==> src/rtl/uart_tx_arbiter.sv <==
// Round-robin arbiter sharing one UART transmitter among N_REQ requesters.
// Captures the winner's byte, strobes the UART, and supervises start timeout.
module uart_tx_arbiter #(
   parameter int N_REQ         = 4,
   parameter int START_TIMEOUT = 1023
) (
   input  logic               masterClock,
   input  logic               reset,
   input  logic [N_REQ-1:0]   req,
   input  logic [8*N_REQ-1:0] reqData,
   output logic [N_REQ-1:0]   ack,
   output logic [N_REQ-1:0]   grant,
   output logic [7:0]         uartTxData,
   output logic               uartTxRequest,
   input  logic               uartTxActive,
   output logic               busy,
   input  logic               clearError,
   output logic               timeoutError
);

   localparam int IDX_W = $clog2(N_REQ);
   localparam int CNT_W = $clog2(START_TIMEOUT + 1);
   localparam logic [CNT_W-1:0] CNT_LAST = CNT_W'(START_TIMEOUT - 1);
   localparam logic [CNT_W-1:0] CNT_MAX  = CNT_W'(START_TIMEOUT);
   localparam logic [IDX_W-1:0] IDX_LAST = IDX_W'(N_REQ - 1);

   typedef enum logic [1:0] {
      IDLE,
      ISSUE,
      WAIT_START,
      WAIT_DONE
   } state_t;

   state_t             state;
   state_t             stateNext;
   logic [IDX_W-1:0]   lastGrant;
   logic [IDX_W-1:0]   lastGrantNext;
   logic [CNT_W-1:0]   timeoutCnt;
   logic [CNT_W-1:0]   cntNext;
   logic [N_REQ-1:0]   grantNext;
   logic [N_REQ-1:0]   ackNext;
   logic               strobeNext;
   logic [7:0]         dataNext;
   logic               errNext;
   logic               errSet;

   logic               winFound;
   logic [IDX_W-1:0]   winIdx;
   logic [N_REQ-1:0]   winOneHot;
   logic [7:0]         winData;

   assign busy = (state != IDLE);

   // Round-robin pick: first requester after lastGrant, wrapping around
   always_comb begin
      winFound  = 1'b0;
      winIdx    = '0;
      winOneHot = '0;
      winData   = '0;
      for (int k = 1; k <= N_REQ; k++) begin
         for (int i = 0; i < N_REQ; i++) begin
            if (!winFound && req[i] &&
                i == (int'(lastGrant) + k) % N_REQ) begin
               winFound     = 1'b1;
               winIdx       = IDX_W'(i);
               winOneHot[i] = 1'b1;
               winData      = reqData[8*i +: 8];
            end
         end
      end
   end

   // Next-state and next-output logic; every output is registered below
   always_comb begin
      stateNext     = state;
      lastGrantNext = lastGrant;
      cntNext       = timeoutCnt;
      grantNext     = grant;
      ackNext       = '0;
      strobeNext    = 1'b0;
      dataNext      = uartTxData;
      errSet        = 1'b0;
      unique case (state)
         IDLE: begin
            if (winFound && !uartTxActive) begin
               stateNext     = ISSUE;
               grantNext     = winOneHot;
               ackNext       = winOneHot;
               dataNext      = winData;
               lastGrantNext = winIdx;
               strobeNext    = 1'b1;
            end
         end
         ISSUE: begin
            cntNext   = '0;
            stateNext = WAIT_START;
         end
         WAIT_START: begin
            if (uartTxActive) begin
               stateNext = WAIT_DONE;
            end else if (timeoutCnt == CNT_LAST) begin
               errSet    = 1'b1;
               grantNext = '0;
               cntNext   = CNT_MAX;
               stateNext = IDLE;
            end else if (timeoutCnt != CNT_MAX) begin
               cntNext = timeoutCnt + 1'b1;
            end
         end
         WAIT_DONE: begin
            if (!uartTxActive) begin
               grantNext = '0;
               stateNext = IDLE;
            end
         end
         default: begin
            grantNext = '0;
            stateNext = IDLE;
         end
      endcase
      if (errSet) begin
         errNext = 1'b1;
      end else if (clearError) begin
         errNext = 1'b0;
      end else begin
         errNext = timeoutError;
      end
   end

   // State and output registers with synchronous reset
   always_ff @(posedge masterClock) begin
      if (reset) begin
         state         <= IDLE;
         lastGrant     <= IDX_LAST;
         timeoutCnt    <= '0;
         grant         <= '0;
         ack           <= '0;
         uartTxRequest <= 1'b0;
         uartTxData    <= 8'h00;
         timeoutError  <= 1'b0;
      end else begin
         state         <= stateNext;
         lastGrant     <= lastGrantNext;
         timeoutCnt    <= cntNext;
         grant         <= grantNext;
         ack           <= ackNext;
         uartTxRequest <= strobeNext;
         uartTxData    <= dataNext;
         timeoutError  <= errNext;
      end
   end

endmodule

==> config.mk <==
export PLATFORM = sky130hd
export DESIGN_NAME = uart_tx_arbiter
export DESIGN_NICKNAME = d
export VERILOG_FILES = /design/src/rtl/uart_tx_arbiter.sv
export SDC_FILE = /design/constraint.sdc
export NUM_CORES = 1
export LEC_CHECK = 0
export BUFFER_PORTS_ARGS = -buffer_cell sky130_fd_sc_hd__buf_2
export CAP_MARGIN = 25
export CORE_MARGIN = 10
export CORE_UTILIZATION = 50
export CTS_CLUSTER_SIZE = 40
export DETAILED_ROUTE_END_ITERATION = 7
export GPL_ROUTABILITY_DRIVEN = 1
export PLACE_DENSITY = 0.77
export RECOVER_POWER = 25
export SYNTH_ARGS = -nofsm -noshare
export SYNTH_HDL_FRONTEND = slang
export SYNTH_SLANG_ARGS = --single-unit
==> constraint.sdc <==
create_clock -name masterClock -period 2 [get_ports masterClock]
set_input_delay 0.4 -clock masterClock [delete_from_list [all_inputs] [get_ports masterClock]]
set_output_delay 0.4 -clock masterClock [all_outputs]
set_load 0.1 [all_outputs]
==> run_results.csv <==
group,metric,value,unit
logic_synthesis,synthTopCellsByArea,"dfxtp_1 22%, o21ai_0 4.4%, nand3_1 4.2%",
layout,post-route-util,0.7273,
layout,antenna-diode-count,0,
critical_path,critPathSlowestCell,"or4_1",
route,wl_per_cell,19.65,µm
worst_hold_path,hp-class,"primary input to flop",
critical_path,path_delay_family,"simple AND/OR/NAND/NOR gates",
timing,worst_slack,-0.1067,ns
timing,tightest_slew,0.5610,ns
grt,grtUsageTotal,0.2404,
clocking,hold_buffers,0,
critical_path,cp_max_fo,8,
logic_synthesis,yosysTopAreaCell,"dfxtp_1",
route,drt-total-wl,11320,µm
run_status,violations,"setup timing",
grt,grt_antenna_before_repair,0,
route,drt-vias-per-instance,6.578,
critical_path,start_kind,"flop",
layout,area_growth,40.33,%
grt,grt_max_degree,25,
timing,setup_viol,4,
grt,grt_pass1_wl,17940,µm
layout,drive_gt1_frac,0.3492,
timing,hold_viol,0,
timing,skew,0.003688,ns
critical_path,cp.required,2.22,ns
timing,timing.hold.ws,0.3985,ns
clocking,clk_pin_slew,0.07,ns
placed_design,dpl_cell_area,3679,µm²
clocking,clock_path_buffers,2,
placed_design,port_buffers,58,
timing,clock.fmax,474.7,MHz
timing,rsz0062_at_grt,"yes",
power,p_leak,1.682,nW
route,dr_total_vias,3789,
logic_synthesis,synthArstFlopShare,0,
critical_path,max_stage_delay,0.48,ns
floorplanning,row_count,27,
clocking,clock_latency,0.28,ns
floorplanning,start_util,0.5183,
clocking,cts_made_buffers,5,
critical_path,path_buf_inv,1,
critical_path,crit_path_end_kind,"flop",
run,maxCapViolCount,0,
logic_synthesis,synth_area,2854,µm²
placed_design,place_inst,564,
timing,post-route-min-period,2.107,ns
layout,nets,550,
floorplanning,core_region_area,5507,µm²
placed_design,dp_hpwl,8321,µm
run_status,status,"complete, but fails checks",
placed_design,routabilityCongestion,0.9506,
logic_synthesis,syn_inst,394,
clocking,cts.sinks,32,
clocking,htreeDepth,2,
route,drc,0,
floorplanning,die_h,95.55,µm
logic_synthesis,synth_nets,441,
logic_synthesis,ys_seq_elements,32,
clocking,cts_tree,"done",
clocking,root_buffer,"clkbuf_8",
layout,fill_cells,432,
layout,final_area,4005,µm²
logic_synthesis,yosys.area.top_type_share,0.2245,
critical_path,worstPathArrival,2.32,ns
critical_path,path_class,"flop to flop",
timing,slew_headroom,0.6276,
grt,overflow,0,
floorplanning,ioPinCount,59,
route,drt_pre_antenna_iters,5,
power,irDropWorstVdd,920.2,µV
logic_synthesis,avgSynthCellArea,7.244,µm²
logic_synthesis,synth-edff-count,0,
placed_design,place_ws,-0.1567,ns
critical_path,crit_chain,"inv_2 > ha_4 > nand3_2 > or4_4 > a211o_4 > or4_1 > a21oi_1",
layout,layout.cells.non_filler,576,
logic_synthesis,synth_cell_types,62,
timing,min_period_over_period,1.053,
floorplanning,dieWidth,95.55,µm
timing,slew_viol_final,0,
logic_synthesis,yosysSeqAreaShare,0.2245,
logic_synthesis,synth_flop_cell,"dfxtp_1",
floorplanning,die-area,9130,µm²
power,powerDensity,995.0,nW/µm²
logic_synthesis,ys_warn_count,0,
route,ant_nets,0,
route,drtIter0Drc,365,
grt,grt_pass1_vias,3667,
==> synth_stat cells (all sizes together) (4+ instances only) <==
master	number
nand4b	4
nand2	32
nand2b	8
a31oi	4
nor2	25
or4	6
or2	4
nand3	24
nand4	9
a21oi	21
a22o	4
o22a	4
ha	7
nor4	5
dfxtp	32
o22ai	10
a22oi	4
o221ai	5
inv	20
clkbuf	24
nand3b	5
nor3	15
nor2b	9
o21ai	25
or3	4
a211oi	8
a32o	8
and3	11
==> state kept, by name, summed over array words and instances, names as in the netlist <==
register	cells
timeoutCnt	10
ack	4
uartTxRequest	1
uartTxData	8
lastGrant	2
timeoutError	1
state	2
grant	4
==> worst min-delay path, stage by stage <==
cell	delay, ns
buf_2	0.08
o32a_1	0.13
nor2_1	0.04
==> cells in the final DEF, fill, tap and decap left out, types with 4 or more instances in the layout <==
cell,netlist,layout
nand4b_1,4,4
nand3b_1,5,5
ha_1,7,5
nor3_1,15,15
a21oi_1,21,19
or2_2,4,4
and3_1,11,11
o21ai_0,25,25
clkbuf_2,0,9
clkbuf_8,0,5
nand4_1,8,8
buf_12,0,4
a22o_1,4,4
o22ai_1,10,10
nor2b_1,9,9
buf_2,0,48
nand2_1,32,31
inv_1,20,19
a31oi_1,4,4
nand2b_1,8,8
a211oi_1,8,8
nor4_1,5,4
a32o_1,8,8
o221ai_1,5,5
dfxtp_2,0,6
a22oi_1,4,4
buf_4,0,65
o22a_1,4,4
dfxtp_1,32,25
nand3_1,24,22
nor2_1,25,24
==> layout make-up <==
cell class	instances	area (µm²)	share of cell area
clock buffers	6	72.57	0.01812
inverters	20	75.07	0.01874
multi-input cells	317	2195	0.5480
repair buffers	127	885.9	0.2212
well taps	72	90.09	0.02249
flip-flops and latches	32	651.9	0.1628
clock inverters	2	35.03	0.008747
==> where the power goes <==
group          total, W  switching [W]  internal (W)  leakage [nW]
clock network  0.000615       0.000246      0.000370        0.0552
logic           0.00252        0.00165      0.000865          1.36
registers      0.000852      0.0000984      0.000754         0.263
total           0.00399        0.00200       0.00199          1.68
==> layer usage <==
layer,global-route usage,wire length (µm),part of all wire
met1,0.2997,4443,0.39
met2,0.3905,5403,0.48
met3,0.06127,1232,0.11
met4,0.08600,238,0.021
met5,0,0,0
==> cell families (layout without fill, tap and decap cells) <==
| kind of cell | after synthesis | count (layout) | synth area share |
|---|---|---|---|
| compound gates | 130 | 130 | 0.3249 |
| fa+ha+maj | 7 | 7 | 0.03069 |
| simple gates | 179 | 179 | 0.3573 |
| buf+inv | 45 | 155 | 0.05918 |
| mux | 1 | 1 | 0.003507 |
| flops | 32 | 32 | 0.2245 |
==> worst paths after layout <==
| check | startpoint | end | slack (ns) | cells after the start |
|---|---|---|---|---|
| worst min register to register | grant[3] | grant[3] | 0.46 | 2 |
| worst min-delay path | clearError | timeoutError | 0.40 | 3 |
| worst max-delay path | timeoutCnt[0] | grant[2] | -0.11 | 7 |
| worst max register to register | timeoutCnt[0] | grant[2] | -0.11 | 7 |
==> timing repair <==
item                       in CTS  in global routing
resized for setup              18                 18
pin swaps                       4                  8
gates cloned                    1                  0
setup buffers                   3                  0
setup endpoints to repair      18                 19
==> per-stage QoR <==
step                TNS [ns]  total power (W)
finish               -0.3946         0.003985
global route         -0.8793         0.004170
CTS                  -0.3997         0.003872
detailed placement    -1.703         0.003119
global placement     -0.7581         0.003067
floorplan                  0         0.002435
No activity file was read; power rests on OpenSTA's default activity.
